File: src/rtl/id_ex_stage_pipe.sv
// ID->EX pipeline register for ARM-style data-processing instructions.
// Decodes the shifter/ALU operand selection and holds it behind a valid/ready handshake.
module id_ex_stage_pipe #(
  parameter int DATA_W  = 32,
  parameter int SHNUM_W = 8,
  parameter int REG_AW  = 4,
  parameter int FWD_EN  = 1
) (
  input  logic                clk,
  input  logic                rst,
  input  logic                in_valid,
  output logic                in_ready,
  input  logic [31:0]         inst,
  input  logic [DATA_W-1:0]   data_a,
  input  logic [DATA_W-1:0]   data_b,
  input  logic [DATA_W-1:0]   data_c,
  input  logic                wb_en,
  input  logic [REG_AW-1:0]   wb_addr,
  input  logic [DATA_W-1:0]   wb_data,
  input  logic                flush,
  output logic                out_valid,
  input  logic                out_ready,
  output logic [DATA_W-1:0]   shift_data,
  output logic [DATA_W-1:0]   alu_a,
  output logic [SHNUM_W-1:0]  shift_num,
  output logic [2:0]          shift_op,
  output logic [3:0]          alu_op,
  output logic                s_flag,
  output logic [3:0]          cond,
  output logic [REG_AW-1:0]   addr_a,
  output logic [REG_AW-1:0]   addr_b,
  output logic [REG_AW-1:0]   addr_c,
  output logic [REG_AW-1:0]   w_addr,
  output logic                write_reg,
  output logic                illegal
);

  logic [REG_AW-1:0]  fld_a, fld_b, fld_c, fld_w;
  logic [DATA_W-1:0]  op_a, op_b, op_c;
  logic               is_rimm, is_rreg, is_imm, legal, load;
  logic [DATA_W-1:0]  nxt_shift_data;
  logic [SHNUM_W-1:0] nxt_shift_num;
  logic [2:0]         nxt_shift_op;

  assign fld_a = REG_AW'(inst[19:16]);
  assign fld_b = REG_AW'(inst[3:0]);
  assign fld_c = REG_AW'(inst[11:8]);
  assign fld_w = REG_AW'(inst[15:12]);

  // Each operand independently takes the write-back value when it targets the same register.
  assign op_a = (FWD_EN != 0 && wb_en && wb_addr == fld_a) ? wb_data : data_a;
  assign op_b = (FWD_EN != 0 && wb_en && wb_addr == fld_b) ? wb_data : data_b;
  assign op_c = (FWD_EN != 0 && wb_en && wb_addr == fld_c) ? wb_data : data_c;

  assign is_rimm = (inst[27:25] == 3'b000) && !inst[4];
  assign is_rreg = (inst[27:25] == 3'b000) && inst[4] && !inst[7];
  assign is_imm  = (inst[27:25] == 3'b001);
  assign legal   = (is_rimm || is_rreg || is_imm) && (inst[15:12] != 4'b1111);

  assign in_ready = !out_valid || out_ready;
  assign load     = in_valid && in_ready;

  always_comb begin
    nxt_shift_data = op_b;
    nxt_shift_num  = '0;
    nxt_shift_op   = 3'b000;
    if (legal) begin
      if (is_imm) begin
        nxt_shift_data = DATA_W'(inst[7:0]);
        nxt_shift_num  = SHNUM_W'({inst[11:8], 1'b0});
        nxt_shift_op   = 3'b111;
      end else if (is_rreg) begin
        nxt_shift_num  = op_c[SHNUM_W-1:0];
        nxt_shift_op   = {inst[6:5], 1'b1};
      end else begin
        nxt_shift_num  = SHNUM_W'(inst[11:7]);
        nxt_shift_op   = {inst[6:5], 1'b0};
      end
    end
  end

  // Flush wins over a load in the same cycle; data registers only move on a load.
  always_ff @(posedge clk or posedge rst) begin
    if (rst) begin
      out_valid  <= 1'b0;
      shift_data <= '0;
      alu_a      <= '0;
      shift_num  <= '0;
      shift_op   <= '0;
      alu_op     <= '0;
      s_flag     <= 1'b0;
      cond       <= '0;
      addr_a     <= '0;
      addr_b     <= '0;
      addr_c     <= '0;
      w_addr     <= '0;
      write_reg  <= 1'b0;
      illegal    <= 1'b0;
    end else if (flush) begin
      out_valid <= 1'b0;
    end else if (load) begin
      out_valid  <= 1'b1;
      shift_data <= nxt_shift_data;
      alu_a      <= op_a;
      shift_num  <= nxt_shift_num;
      shift_op   <= nxt_shift_op;
      alu_op     <= inst[24:21];
      s_flag     <= inst[20];
      cond       <= inst[31:28];
      addr_a     <= fld_a;
      addr_b     <= fld_b;
      addr_c     <= fld_c;
      w_addr     <= fld_w;
      write_reg  <= legal;
      illegal    <= !legal;
    end else if (out_valid && out_ready) begin
      out_valid <= 1'b0;
    end
  end

endmodule

File: config.mk
export PLATFORM = sky130hd
export DESIGN_NAME = id_ex_stage_pipe
export DESIGN_NICKNAME = d
export VERILOG_FILES = /design/src/rtl/id_ex_stage_pipe.sv
export SDC_FILE = /design/constraint.sdc
export NUM_CORES = 1
export LEC_CHECK = 0
export CELL_PAD_IN_SITES_DETAIL_PLACEMENT = 0
export CELL_PAD_IN_SITES_GLOBAL_PLACEMENT = 1
export CORE_MARGIN = 2
export CORE_UTILIZATION = 28
export CTS_BUF_LIST = sky130_fd_sc_hd__clkbuf_4
export DETAILED_ROUTE_END_ITERATION = 10
export PLACE_DENSITY_LB_ADDON = 0.1
export SYNTH_ARGS = -nofsm -noshare
export SYNTH_HDL_FRONTEND = slang
export SYNTH_SLANG_ARGS = --single-unit
File: constraint.sdc
create_clock -name clk -period 4.9 [get_ports clk]
set_clock_uncertainty 0.2 [all_clocks]
set_input_delay 0.98 -clock clk [delete_from_list [all_inputs] [get_ports clk]]
set_output_delay 0.98 -clock clk [all_outputs]
set_load 0.02 [all_outputs]
==> results of run 1 <==
## stage by stage
step / utilization / setup slack [ns]
4_1_cts: 0.458 / 1.44
6_report: 0.458 / 1.44
3_5_place_dp: 0.450 / 1.45
2_1_floorplan: - / 1.02
5_1_grt: 0.458 / 1.41
3_3_place_gp: 0.450 / 1.47
## layout make-up
class	count	area, um2	share of cell area
multi-input cells	351	2080	0.272
inverters	2	10.0	0.00131
diodes	1	2.50	0.000327
well taps	220	275	0.0359
flip-flops and latches	103	2580	0.337
clock inverters	6	61.3	0.00801
repair buffers	258	2570	0.336
clock buffers	10	75.1	0.00980
## cell families after synthesis
logic type | Yosys count | share of synthesized area
mux | 72 | 0.150
compound gates | 93 | 0.102
xor+xnor | 12 | 0.0218
buf+inv | 31 | 0.0343
simple gates | 174 | 0.157
flops | 103 | 0.536
## path summary, 6_finish.rpt
path | to | slack (ns) | cells past startpoint
hold reg to reg | addr_c[0]$_DFFE_PP0P_ | 0.29 | 2
max in group asynchronous | shift_data[23]$_DFFE_PP0P_ | 2.89 | 3
min in group asynchronous | alu_a[3]$_DFFE_PP0P_ | 0.76 | 2
hold / removal | addr_c[0]$_DFFE_PP0P_ | 0.29 | 2
setup / recovery | in_ready | 1.44 | 4
setup reg to reg | shift_data[0]$_DFFE_PP0P_ | 2.89 | 6
## cell usage after synthesis
master    instances
buf_6             6
nor2b_4           1
xor2_1            9
o21ai_0           8
nor2b_1           2
nand3b_2          1
nor2_1           13
a31oi_1           3
buf_2             3
or4b_1            1
xnor2_1           3
mux2i_1          72
nand4_1           1
buf_1             2
clkbuf_1         18
nor3_1            1
o21a_1            1
nor4_4            3
a21oi_1          11
o21ai_1          60
inv_1             2
o31a_1            1
nor3b_1           1
nand2b_1          1
nand2_1         145
a211o_1           1
o22ai_1           8
and3_1            1
dfrtp_1         103
and2_1            3
## worst max-delay path: stages
cell             delay [ns]
clkdlybuf4s50_1        0.51
nor2b_4                0.06
inv_1                  0.11
clkdlybuf4s50_1        0.62
## layer usage
layer,up-vias,GRT usage
met3,11,0.0522
met5,-,0
met2,154,0.291
li1,2118,-
met4,0,0.0515
met1,2033,0.231
## power by group
part | switching [mW] | internal (mW)
logic | 0.383 | 0.388
registers | 0.0642 | 0.968
clock network | 0.296 | 0.159
total | 0.743 | 1.52
==> impl_metrics.json, run 1 <==
{
  "status": "finished clean",
  "mostFrequentLayoutCell": "clkdlybuf4s50_1",
  "post_cts_buffers": 0,
  "p_per_area_nw_per_um2": 295,
  "drv_slew": 0,
  "grt_overflow": 0,
  "grt_first_pass_wirelength_um": 24900,
  "firstDrtPassIters": 4,
  "fill_cells": 1623,
  "post_synth_num_cell_types": 30,
  "ys_warn_count": 0,
  "rsz0062_at_grt": "no",
  "drc": 0,
  "grt_pass1_vias": 4388,
  "ys_top_cells_by_area": "dfrtp_1 54%, mux2i_1 15%, nand2_1 11%",
  "dpl_cell_area_um2": 7520,
  "drtAntennaViolNets": 0,
  "hold_violations": 0,
  "final_cell_count_no_fill": 951,
  "synth_cells": 485,
  "critPathKind": "in -> out",
  "numCtsBuffers": 9,
  "grt_max_degree": 80,
  "hold_slack_ns": 0.295,
  "cp.required_ns": 3.72,
  "die_y_um": 135,
  "met2RoutedLength_um": 7690,
  "cts_hold_buf": 0,
  "fin_area_um2": 7660,
  "holdCritStartpoint": "addr_c[0]$_DFFE_PP0P_",
  "gp_congestion": 0.754,
  "drv_cap": 0,
  "syn-cell-area_um2": 4810,
  "wl_met1_um": 7050,
  "initial_core_util": 0.288,
  "ioPinCount": 274,
  "clk_latency_ns": 0.46,
  "critPathLaunch": "out_ready",
  "synthToLayoutAreaGrowth_pct": 59.1,
  "cts.clk_slew.worst_paths_ns": 0.16,
  "p_leak_nw": 3.13,
  "syn_nets": 655,
  "drive_gt1_frac": 0.0411,
  "drt-total-wl_um": 16200,
  "drtIter0Drc": 197,
  "routedWlPerCell_um": 17.0,
  "io_buffers": 249,
  "synth_top_area_cell": "dfrtp_1",
  "layout.nets": 895,
  "max-slew-margin-rel": 0.405,
  "rows": 47,
  "endpoint_kind": "output port",
  "grt_use_total": 0.179,
  "setup_viol_count_final": 0,
  "core_region_area_um2": 16700,
  "fmax_mhz": 289,
  "htree_levels": 3,
  "place_inst": 934,
  "via_per_inst": 4.54,
  "routed.top_layer": "met4",
  "ys_ff_latch": 103,
  "cts_resized": 0,
  "ys_seq_area_frac": 0.536,
  "tightest_slew_ns": 0.886,
  "wl_met3_um": 1300,
  "period_share": 0.706,
  "die_w_um": 135,
  "antenna_found_initial": 1,
  "num_vias": 4316,
  "startpoint_type": "input pin",
  "yosysTopAreaCellShare": 0.536,
  "reg.largest.list": "alu_a: 32 flops, shift_data: 32 flops, shift_num: 8 flops",
  "die_area_um2": 18300,
  "setup_tns_ns": 0,
  "synth.avg_cell_area_um2": 9.92,
  "hold_path_class": "reg -> reg",
  "clkSinkCount": 103,
  "cts_tree": "built",
  "fin_crit_ns": 3.46,
  "ir_worst_vdd_mv": 0.119,
  "cp_data_arrival_time_ns": 2.28,
  "root_buffer": "clkbuf_4",
  "layout_common_cells": "249 x clkdlybuf4s50_1, 145 x nand2_1, 103 x dfrtp_1",
  "clockBufferDepth": 2,
  "total_power_mw": 2.26,
  "dp_hpwl_um": 12000,
  "regToRegStartpoint": "out_valid$_DFFE_PP0P_",
  "cp_max_fo": 3
}
Note: power is estimated with default switching activity, not from simulation.
==> inputs of run 2 (changes only) <==
clock period = 3.2 ns   (was 4.9 ns; I/O delays follow)
==> impl_metrics.json, run 2 (synthesis results as in run 1) <==
{
  "routedWlPerCell_um": 16.9,
  "drv_cap": 0,
  "firstDrtPassIters": 4,
  "root_buffer": "clkbuf_4",
  "post-place-ws_ns": 0.308,
  "cp.required_ns": 2.36,
  "drv_slew": 0,
  "status": "finished clean",
  "clk_latency_ns": 0.46,
  "cp_max_fo": 3,
  "cts_tree": "built",
  "final.setup.worst_slack_ns": 0.433,
  "hold_path_class": "reg -> reg",
  "via_per_inst": 4.56,
  "die_y_um": 135,
  "core_region_area_um2": 16700,
  "critPathLaunch": "out_ready",
  "drt-total-wl_um": 16100,
  "tightest_slew_ns": 0.639,
  "drtAntennaViolNets": 0,
  "dpl_cell_area_um2": 7580,
  "p_leak_nw": 3.14,
  "fin_crit_ns": 2.77,
  "grt_use_total": 0.176,
  "layout_common_cells": "249 x clkdlybuf4s50_1, 145 x nand2_1, 103 x dfrtp_1",
  "numCtsBuffers": 9,
  "met2RoutedLength_um": 7580,
  "cp_data_arrival_time_ns": 1.93,
  "setup_viol_count_final": 0,
  "final_cell_count_no_fill": 953,
  "setup_tns_ns": 0,
  "p_per_area_nw_per_um2": 440,
  "hold_slack_ns": 0.294,
  "drc": 0,
  "place_inst": 936,
  "drive_gt1_frac": 0.0437,
  "dp_hpwl_um": 11700,
  "total_power_mw": 3.39,
  "layout.nets": 897,
  "r2r_setup_slack_ns": 1.19,
  "reg.largest.list": "alu_a: 32 flops, shift_data: 32 flops, shift_num: 8 flops",
  "rows": 47,
  "gp_congestion": 0.758,
  "wl_met3_um": 1170,
  "grt_overflow": 0,
  "startpoint_type": "input pin",
  "regToRegStartpoint": "out_valid$_DFFE_PP0P_",
  "rsz0062_at_grt": "no",
  "fin_util": 0.461,
  "routed.top_layer": "met4",
  "post_cts_buffers": 0,
  "grt_pass1_vias": 4360,
  "num_vias": 4350,
  "fin_area_um2": 7700,
  "antenna_found_initial": 1,
  "htree_levels": 3,
  "grt_max_degree": 136,
  "critPathKind": "in -> out",
  "holdCritStartpoint": "addr_b[2]$_DFFE_PP0P_",
  "max-slew-margin-rel": 0.574,
  "wl_met1_um": 7060,
  "endpoint_kind": "output port",
  "ioPinCount": 274,
  "mostFrequentLayoutCell": "clkdlybuf4s50_1",
  "die_w_um": 135,
  "die_area_um2": 18300,
  "synthToLayoutAreaGrowth_pct": 60.0,
  "cts_hold_buf": 0,
  "cts.clk_slew.worst_paths_ns": 0.15,
  "cts_resized": 0,
  "period_share": 0.865,
  "ir_worst_vdd_mv": 0.191,
  "seq_area_um2": 2580,
  "initial_core_util": 0.288,
  "multi_input_area_um2": 2080,
  "fill_cells": 1628,
  "drtIter0Drc": 192,
  "clkSinkCount": 103,
  "hold_violations": 0,
  "clockBufferDepth": 2,
  "io_buffers": 249,
  "fmax_mhz": 361,
  "grt_first_pass_wirelength_um": 24600
}
run 2: layer usage:
metal,vias to the layer above,global-route usage
li1,2126,-
met1,2057,0.230
met2,151,0.283
met3,16,0.0469
met4,0,0.0573
met5,-,0
run 2: critical path: stages:
cell and delay, ns:
clkdlybuf4s50_1 0.50, nor2b_4 0.06, inv_1 0.11, clkdlybuf4s50_1 0.62
run 2: worst paths after layout:
| check | endpoint | cells past startpoint |
|---|---|---|
| min in group asynchronous | alu_a[5]$_DFFE_PP0P_ | 3 |
| worst max-delay path | in_ready | 4 |
| worst max register to register | shift_num[4]$_DFFE_PP0P_ | 5 |
| worst min register to register | addr_b[2]$_DFFE_PP0P_ | 2 |
| max in group asynchronous | cond[0]$_DFFE_PP0P_ | 3 |
| worst min-delay path | addr_b[2]$_DFFE_PP0P_ | 2 |
run 2: report_power, final:
group | internal [mW] | switching, mW | total, mW
Clock | 0.182 | 0.438 | 0.621
Sequential | 1.48 | 0.0947 | 1.58
Combinational | 0.601 | 0.587 | 1.19
run 2: area by class of cell:
type	instances	area share
antenna	1	0.000325
clock buffer	12	0.0117
clock inverter	4	0.00292
inverter	2	0.00146
multi-input combinational	351	0.271
sequential	103	0.335
tap	220	0.0357
timing repair buffer	260	0.343
